==> src/rtl/reply_ctrl.sv <==
// rtl/reply_ctrl.sv - responder reply controller: answers good SR/DPR/CCW frames after a fixed gap
module reply_ctrl #(
  parameter int REPLY_GAP_TICKS  = 49,
  parameter int TX_TIMEOUT_TICKS = 4095
) (
  input  logic        clk,
  input  logic        n_rst,
  input  logic        rx_start_bit_accepted,
  input  logic        rx_frame_end,
  input  logic        rx_err,
  input  logic [2:0]  rx_cmd_type,
  input  logic        dev_busy,
  input  logic [15:0] dpr_data,
  input  logic        tx_done,
  output logic        tx_start,
  output logic [15:0] tx_word,
  output logic        ccw_accepted,
  output logic        tx_fault
);

  localparam int GW = $clog2(REPLY_GAP_TICKS + 1);
  localparam int WW = $clog2(TX_TIMEOUT_TICKS + 1) + 1;

  typedef enum logic [1:0] {IDLE, GAP, SEND} state_t;

  state_t        state_q, state_d;
  logic [GW-1:0] gap_q, gap_d, gap_inc;
  logic [WW-1:0] wd_q, wd_d;
  logic [2:0]    cmd_q, cmd_d;
  logic [15:0]   dpr_q, dpr_d;
  logic          busy_q, busy_d;
  logic          msg_err_q, msg_err_d;
  logic [7:0]    ccw_cnt_q, ccw_cnt_d;
  logic          tx_start_q, tx_start_d;
  logic [15:0]   tx_word_q, tx_word_d;
  logic          ccw_acc_q, ccw_acc_d;
  logic          tx_fault_q, tx_fault_d;
  logic          cmd_onehot, frame_bad, err_set, err_clr, busy_bit;

  assign cmd_onehot = (rx_cmd_type == 3'b001) || (rx_cmd_type == 3'b010) ||
                      (rx_cmd_type == 3'b100);
  assign frame_bad  = rx_frame_end & (rx_err | ~cmd_onehot);
  assign gap_inc    = gap_q + GW'(1);
  // CCW reports the busy state captured at frame end; SR reports it live at reply time
  assign busy_bit   = cmd_q[2] ? busy_q : dev_busy;

  always_comb begin
    state_d    = state_q;
    gap_d      = gap_q;
    wd_d       = wd_q;
    cmd_d      = cmd_q;
    dpr_d      = dpr_q;
    busy_d     = busy_q;
    ccw_cnt_d  = ccw_cnt_q;
    tx_word_d  = tx_word_q;
    tx_fault_d = tx_fault_q;
    tx_start_d = 1'b0;
    ccw_acc_d  = 1'b0;
    err_set    = 1'b0;
    err_clr    = 1'b0;
    case (state_q)
      IDLE: begin
        err_set = frame_bad;
        if (rx_frame_end && !rx_err && cmd_onehot) begin
          state_d = GAP;
          gap_d   = '0;
          cmd_d   = rx_cmd_type;
          dpr_d   = dpr_data;
          busy_d  = dev_busy;
        end
      end
      GAP: begin
        gap_d = gap_inc;
        if (rx_start_bit_accepted) begin
          state_d = IDLE;
          err_set = frame_bad;
        end else if (gap_inc == GW'(REPLY_GAP_TICKS)) begin
          state_d    = SEND;
          wd_d       = '0;
          tx_start_d = 1'b1;
          tx_word_d  = cmd_q[1] ? dpr_q
                     : {ccw_cnt_q, cmd_q, 2'b00, tx_fault_q, msg_err_q, busy_bit};
          if (cmd_q[2] && !busy_q) begin
            ccw_acc_d = 1'b1;
            ccw_cnt_d = ccw_cnt_q + 8'd1;
          end
        end
      end
      SEND: begin
        if (tx_done) begin
          state_d = IDLE;
          err_clr = cmd_q[0];
          err_set = frame_bad;
        end else if (wd_q == WW'(TX_TIMEOUT_TICKS)) begin
          state_d    = IDLE;
          tx_fault_d = 1'b1;
          err_set    = frame_bad;
        end else begin
          wd_d = wd_q + WW'(1);
        end
      end
      default: state_d = IDLE;
    endcase
    msg_err_d = err_set ? 1'b1 : (err_clr ? 1'b0 : msg_err_q);
  end

  always_ff @(posedge clk or negedge n_rst) begin
    if (!n_rst) begin
      state_q    <= IDLE;
      gap_q      <= '0;
      wd_q       <= '0;
      cmd_q      <= '0;
      dpr_q      <= '0;
      busy_q     <= 1'b0;
      msg_err_q  <= 1'b0;
      ccw_cnt_q  <= '0;
      tx_start_q <= 1'b0;
      tx_word_q  <= '0;
      ccw_acc_q  <= 1'b0;
      tx_fault_q <= 1'b0;
    end else begin
      state_q    <= state_d;
      gap_q      <= gap_d;
      wd_q       <= wd_d;
      cmd_q      <= cmd_d;
      dpr_q      <= dpr_d;
      busy_q     <= busy_d;
      msg_err_q  <= msg_err_d;
      ccw_cnt_q  <= ccw_cnt_d;
      tx_start_q <= tx_start_d;
      tx_word_q  <= tx_word_d;
      ccw_acc_q  <= ccw_acc_d;
      tx_fault_q <= tx_fault_d;
    end
  end

  assign tx_start     = tx_start_q;
  assign tx_word      = tx_word_q;
  assign ccw_accepted = ccw_acc_q;
  assign tx_fault     = tx_fault_q;

endmodule

==> config.mk <==
export PLATFORM = sky130hd
export DESIGN_NAME = reply_ctrl
export DESIGN_NICKNAME = d
export VERILOG_FILES = /design/src/rtl/reply_ctrl.sv
export SDC_FILE = /design/constraint.sdc
export NUM_CORES = 1
export LEC_CHECK = 0
export CAP_MARGIN = 10
export CORE_MARGIN = 2
export CORE_UTILIZATION = 40
export CTS_CLUSTER_SIZE = 40
export DETAILED_ROUTE_END_ITERATION = 8
export PLACE_DENSITY = 0.6
export RECOVER_POWER = 25
export SYNTH_ARGS = -nofsm -noshare
export SYNTH_HDL_FRONTEND = slang
export SYNTH_SLANG_ARGS = --single-unit
==> constraint.sdc <==
create_clock -name clk -period 5.4 [get_ports clk]
set_input_delay 0.54 -clock clk [delete_from_list [all_inputs] [get_ports clk]]
set_output_delay 0.54 -clock clk [all_outputs]
set_load 0.02 [all_outputs]
Word level (Yosys, flattened, before mapping)
Cells that the tools add are included.

word-level totals
  logic and storage cells = 82
  input bits = 26
  flip-flop bits (word level) = 69

operators by class
  equality and inequality tests = 14
  multiplexer cells = 30
  bitwise gates (word level) = 5
  $add $sub $neg = 3
  reduce and logical (&&, ||, !) cells = 18

operator list
  cell                   count
  $mux 13                4
  $pmux 13 s2            1
  $mux 16                1
  $mux 1                 15
  $add 13x1->13 const B  1
  $eq 13x12->1 const B   1
  $pmux 6 s2             1
  $mux 2                 5
  $ne 2x2->1 const B     5
  $reduce_and 3->1       3
  $add 8x1->8 const B    1
  $add 6x1->6 const B    1
  $eq 6x6->1 const B     1
  $mux 6                 1
  $ne 3x3->1 const B     2
  $pmux 2 s3             1
  $reduce_bool 2->1      3
  $reduce_and 5->1       1
  $reduce_and 2->1       2
  $reduce_and 4->1       1
  $eq 3x1->1 const B     1
  $eq 3x2->1 const B     1
  $eq 3x3->1 const B     1
  $logic_and 1x1->1      3
  9 further kinds        13

Logic depth before layout (Yosys ltp)
Gate-level depths: netlist (run 1).

  word-level depth = 10
  gate-level depth with buffers = 7

Least setup slack after synthesis (run 1)
No wires, ideal clock.

  path kind = flip-flop to flip-flop
  start point = reg gap_q[0]
  end point = reg tx_word_q[10] (netlist: tx_word[10])
  clock period less this slack = 2004 ps
  path buffers = 1
  data arrival time = 1879 ps
  library setup time = 125 ps
  cell stages (with the launch flop) = 7
  slack = 3396 ps
  cells stage by stage = dfrtp_1 ha_1 nor3b_1 a31oi_4 nor3_4 buf_6 mux2_4

on the way
  longest elaborated chain between the ends = 3

ends and longest elaborated chain
  element                            line  source
  from (decl)                        27    logic [GW-1:0] gap_q, gap_d, gap_inc;
  from (signal assigned)             123   gap_q <= gap_d;
  $add 6x1->6                        43    assign gap_inc = gap_q + GW'(1);
  $eq 6x6->1                         77    end else if (gap_inc == GW'(REPLY_GAP_TICKS)) begin
  $reduce_and 3->1 (no source line)  n/a
  to (signal assigned)               131   tx_word_q <= tx_word_d;
  to (decl)                          35    logic [15:0] tx_word_q, tx_word_d;

No other way between the ends.
A chain may end at the register's enable or synchronous reset.

Worst setup path after layout (run 1)
  start point = reg gap_q[0]
  end point = reg tx_word_q[13] (netlist: tx_word[13])

Same word-level chain as after synthesis.

==> impl_results.md, run 1 <==
* Crit path time final at 2.733 ns
* Fmax at 0.3659 GHz
* Pwr per Cell Area at 309.2 mW/mm^2
* Peak supply drop at 0.1385 mV
* Main combinational cell family by area after synthesis: multiplexers
* Full die area at 0.009190 mm^2
* Core area at 0.008217 mm^2
* Adder-cell share of the synthesized area at 1.483%
* Worst EP arrival at 2.97 ns
* Post-synth top flop: dfrtp_1
* First-pass GRT wire length at 11.17 mm
* Sequential element share of the synthesized area at 51.15%
* # Post-CTS Setup Buffers at 0
* Setup crit start kind: register
* DRT iter0 DRCs at 105
* Nets at 358
* Die width at 95.87 um
* Drc violations at 0
* Placed instance area at 0.003911 mm^2
* Setup TNS at 0 ns
* Drt first pass iters at 4
* Vias at 2292
* Die H at 95.87 um
* Largest net degree at the start of global routing at 70
* Syn_nets at 309
* Final hold violations at 0
* Root Driver: clkbuf_8
* CP Max Fanout at 19
* Vias in the first global route at 2289
* Initial Util at 41.08%
* Gpl congestion at 0.7709
* Max cap viols at 0
* Final Cycle Share at 50.62%
* Worst Setup End Kind: register
* Initial antenna violation count at 0
* Buffers on Ports at 44
* Kind of critical path: register to register
* R2R setup slack at 2.67 ns
* Type of the worst min-delay path: input port to asynchronous set/reset pin
* Post-layout util at 49.86%
* Count of hold-fix buffers inserted at cts at 0
* Worst Skew at 0.01034 ns
* Design Area, Final at 0.004096 mm^2
* Final wirelength at 6.557 mm
* RSZ-0062 raised after global routing: false
* Cells after DPL at 422
* Post-route non-filler standard cell count at 437
* Area growth syn-to-layout at 21.35%
* Req. time, crit path at 5.63 ns
* Clock latency on the worst-skew pair at 0.35 ns
* # IOs at 45
* Post-Synthesis Cells at 279
* CTS tree: done
* Compound-Gate Fraction of Synth Area at 8.265%
* Leak Pwr at 1.824 nW
* Antenna diodes at 0
* Slew Limit Fails at 0
* CTS Sinks at 69
* Fraction of layout cells with a size suffix above 1 at 21.69%
* FP Rows at 33
* Post-CTS Resized at 0
* Simple-gate share of the synthesized area at 15.27%
* Post-Synth XOR/XNOR Area at 2.854%
* DP HPWL at 4.393 mm
* Post-synthesis mux area share at 17.94%
* Post-synthesis area per instance at 12.10 um^2
* Synth cell types at 44
* Ys Warns at 0
* CTS Buffer Depth at 2
* Wire per inst at 15.00 um
* CTS H-tree lvls at 3
* Drt via density at 5.245
* Slew HR at 41.61%
* Cell Area, Synth at 0.003376 mm^2
* Post-synth EDFFs at 0
* Total track usage at 15.82%
* Worst-Margin Slew at 0.8759 ns
* Asr flop ratio synth at 100.0%
* Number of nets still failing antenna checks after routing at 0
* Status: completed
* Clock transition at path regs at 0.07 ns
* Final setup vio count at 0
* Worst hold slack at 0.3940 ns
* Grt ovf at 0
* Synthesized flop and latch total at 69
* CTS Buf Count at 9
==> cells in the mapped netlist, drive strengths merged (2+ instances only) <==
master  count  share of area [%]
or3         7                1.3
or4         4               0.89
ha          4                1.5
nand2b      2               0.37
a22oi       2               0.85
xor2       11                2.9
nor4        5               0.93
and2b       2               0.48
nor2        2               0.22
and3        4               0.74
nand2      16                1.8
mux2       46                 16
nand3      18                2.7
o21ai      13                1.9
o31ai       7                1.6
clkbuf      3               0.33
nor3        4               0.93
nand4       9                2.1
nor3b       4                1.2
buf         7                1.5
a21oi      13                1.9
dfrtp      69                 51
inv        11                1.2
mux2i       5                1.5
==> kinds of logic after synthesis <==
family | after synthesis
flops | 69
compound gates | 41
xor+xnor | 11
mux | 51
simple gates | 82
fa+ha+maj | 4
buf+inv | 21
==> cells in the final DEF, fill, tap and decap left out, drive strengths merged, types with 2 or more instances in the layout <==
master,Yosys,routed
nand3,18,18
xor2,11,11
nor4,5,5
nand4,9,9
nand2b,2,2
nand2,16,16
inv,11,11
mux2i,5,5
a22oi,2,2
o21ai,13,13
clkbuf,3,12
or4,4,4
clkdlybuf4s50,0,43
or3,7,7
nor3b,4,4
a21oi,13,13
and3,4,4
nor2,2,2
nor3,4,4
clkinvlp,0,2
mux2,46,46
dfrtp,69,69
ha,4,4
buf,7,5
o31ai,7,7
and2b,2,2
==> per-layer routing <==
metal / part of all wire, % / vias up / global-route usage (%) / wire length [um]
met5: 0 / - / 0 / 0
li1: - / 1122 / - / -
met4: 1.8 / 0 / 6.548 / 120
met2: 45 / 39 / 23.37 / 2969
met3: 4.3 / 12 / 4.150 / 284
met1: 49 / 1119 / 22.07 / 3182
==> path summary, 6_finish.rpt <==
check | from | to | cells after the start
min in group clk | ccw_cnt_q[7] | ccw_cnt_q[7] | 1
worst max register to register | gap_q[0] | tx_word[13] | 6
worst min register to register | ccw_cnt_q[7] | ccw_cnt_q[7] | 1
worst max-delay path | gap_q[0] | tx_word[13] | 6
max in group asynchronous | n_rst | wd_q[8] | 2
worst min-delay path | n_rst | wd_q[11] | 2
==> metrics by stage <==
stage                     setup slack (ns)  total power, mW
after global placement               2.515           0.8762
after CTS                            2.591            1.281
after detailed placement             2.454           0.8838
after global routing                 2.493            1.336
final                                2.667            1.267
after floorplan                      3.396           0.8044
==> sequential cells by signal (all words and copies together), names as in the netlist <==
| register | cells |
|---|---|
| tx_word | 16 |
| dpr_q | 16 |
| tx_start | 1 |
| wd_q | 13 |
| gap_q | 6 |
| msg_err_q | 1 |
| ccw_cnt_q | 8 |
| ccw_accepted | 1 |
| state_q | 2 |
| tx_fault | 1 |
| busy_q | 1 |
| cmd_q | 3 |
==> final cells by class <==
class / instances / area, um^2
multi-input cells: 189 / 1546
well taps: 105 / 131.4
flip-flops and latches: 69 / 1727
clock inverters: 3 / 20.02
repair buffers: 48 / 465.4
fillers: 747 / 4120
inverters: 11 / 41.29
clock buffers: 12 / 165.2
==> critical path: stages (launching register included) <==
cell and delay (ns):
dfrtp_1 0.43, ha_1 0.30, nor3b_1 0.35, a31oi_4 0.14, nor3_4 0.68, buf_4 0.39, mux2_4 0.33
==> report_power, final <==
part	switching, mW	internal [mW]	total (mW)
combinational	0.0967	0.128	0.225
clock	0.195	0.201	0.396
sequential	0.0652	0.581	0.646
total	0.356	0.910	1.27
(Power assumes the default switching activity.)
==> run 2: changes to the inputs <==
- PLACE_DENSITY: 0.6 -> 0.62
- clock period: 5.4 -> 2.5 ns (I/O delays scaled with it)
==> run 2 against run 1 <==
The flow now finishes with violations (max-capacitance violations, max-slew violations). Combinational power rose by 120%. Register-to-register slack got worse by 2.4 ns. Die area did not move. Critical path depth did not move. Sequential power rose by 120%.
==> impl_results.md, run 2 (same netlist as run 1, synthesis figures left out) <==
* Status: finished with violations
* Failing checks: max-capacitance violations, max-slew violations
* CTS Buffer Depth at 2
* RR Startpoint: gap_q[0]
* Vias at 2316
* GRT busiest layer: met2
* Req. time, crit path at 2.73 ns
* Drt first pass iters at 4
* Setup crit start kind: register
* Slowest CP cell: dfrtp_1
* CP Max Fanout at 26
* Crit path time final at 2.190 ns
* Worst Skew at 0.007452 ns
* Leak Pwr at 1.901 nW
* Grt met1 use at 22.09%
* Internal Power at 2.426 mW
* CTS tree: done
* Largest net degree at the start of global routing at 70
* Placed instance area at 0.003966 mm^2
* Fmax at 0.4566 GHz
* Slowest cell delay on critical path at 0.43 ns
* Worst-Margin Slew at 1.698 ns
* Type of the worst min-delay path: register to register
* Slew HR at -13.17%
* Initial antenna violation count at 0
* Sw Share at 24.51%
* CP delay by family, top: simple AND/OR/NAND/NOR gates
* Root Driver: clkbuf_8
* Fin worst setup slack at 0.3098 ns
* Slew Limit Fails at 70
* R2R depth at 6
* Drc violations at 0
* DP HPWL at 4.354 mm
* Kind of critical path: register to register
* Core area at 0.008217 mm^2
* Final wirelength at 6.434 mm
* Total track usage at 15.79%
* Clk pwr share at 41.2%
* Die width at 95.87 um
* R2R setup slack at 0.31 ns
* DRT iter0 DRCs at 82
* Worst EP arrival at 2.42 ns
* Peak supply drop at 0.3924 mV
* GR Util met2 at 23.19%
* Final setup vio count at 0
* Worst hold slack at 0.4908 ns
* Max cap viols at 1
* Met3 usage at 4.150%
* Commonest non-fill, non-tap cell in the layout: dfrtp_1
* Gpl congestion at 0.7363
* Worst Setup End Kind: register
* Comb power frac at 15.3%
* FP Rows at 33
* Hold Path End: ccw_cnt_q[5]
* Pwr per Cell Area at 755.0 mW/mm^2
* Drt via density at 5.228
* Commonest non-fill, non-tap cells in the layout: 69 x dfrtp_1, 43 x clkdlybuf4s50_1, 33 x mux2_2
* Clock transition at path regs at 0.08 ns
* Final Cycle Share at 87.61%
* # IOs at 45
* Vias in the first global route at 2278
* First-pass GRT wire length at 11.11 mm
* CTS Sinks at 69
* RSZ-0062 raised after global routing: false
* Setup TNS at 0 ns
* Post-CTS Resized at 0
* Fraction of layout cells with a size suffix above 1 at 22.78%
* Final hold violations at 0
* Antenna diodes at 0
* Wire per inst at 14.52 um
* Grt ovf at 0
* Design Area, Final at 0.004257 mm^2
* Place WS at 0.3071 ns
* Full die area at 0.009190 mm^2
* Number of nets still failing antenna checks after routing at 0
* Nets at 363
* Worst R2R End: tx_word[15]
* Hold-critical path depth at 1
* Buffers on Ports at 44
* Initial Util at 41.08%
* CTS Buf Count at 9
* Hold_sp: ccw_cnt_q[5]
* Buf+Inv Stages, Crit Path at 1
* Area growth syn-to-layout at 26.09%
* Net Switching at 787.7 uW
* Critical path cell sequence: ha_1, nor3b_1, a31oi_4, nor3_4, buf_12, mux2_1
* Reg power frac at 43.5%
* CTS H-tree lvls at 3
* Clock latency on the worst-skew pair at 0.35 ns
* Die H at 95.87 um
* Worst Setup SP: gap_q[0]
[run 2: stage by stage]
step,cells,total power [mW],util [%]
final,443,3.214,51.80
after global routing,443,3.372,51.80
after CTS,443,3.249,51.99
after detailed placement,426,1.913,48.27
after global placement,426,1.895,48.27
after floorplan,279,1.737,-
[run 2: power by group through the flow]
stage               Combinational, mW  Clock, mW  Sequential [mW]
floorplan                       0.369          0             1.37
global placement                0.484          0             1.41
detailed placement              0.496          0             1.42
CTS                             0.501       1.35             1.40
global route                    0.548       1.40             1.42
finish                          0.492       1.32             1.40
[run 2: worst register-to-register path: cells and delay by family (launching register included)]
family	cells	cell delay, ns
compound gates	1	0.14
fa+ha+maj	1	0.30
buf+inv	1	0.23
flops	1	0.43
mux	1	0.35
simple gates	2	0.63
[run 2: final cells by class]
type                            instances  area [um^2]
Fill cell                             703         3960
Sequential cell                        69         1727
Multi-Input combinational cell        189         1546
Timing Repair Buffer                   53        515.5
Clock inverter                          6        157.7
Clock buffer                           10        137.6
Tap cell                              105        131.4
Inverter                               11        41.29
[run 2: per-layer routing]
| metal | vias to the layer above | part of all wire, % |
|---|---|---|
| li1 | 1135 | - |
| met1 | 1131 | 50 |
| met2 | 41 | 45 |
| met3 | 9 | 3.5 |
| met4 | 0 | 1.6 |
| met5 | - | 0 |
[run 2: worst max-delay path by stage]
stage	to	slack, ns	depth (start not counted)
2_1_floorplan	tx_word[10]	0.50	6
3_3_place_gp	tx_word[0]	0.37	6
3_5_place_dp	tx_word[0]	0.31	6
4_1_cts	tx_word[0]	0.31	6
5_1_grt	gap_q[4]	0.18	3
6_report	tx_word[15]	0.31	6
[run 2: repair_timing]
action,CTS,global route
hold buffers,1,0
endpoints found under the hold margin,69,0
setup buffers,0,0
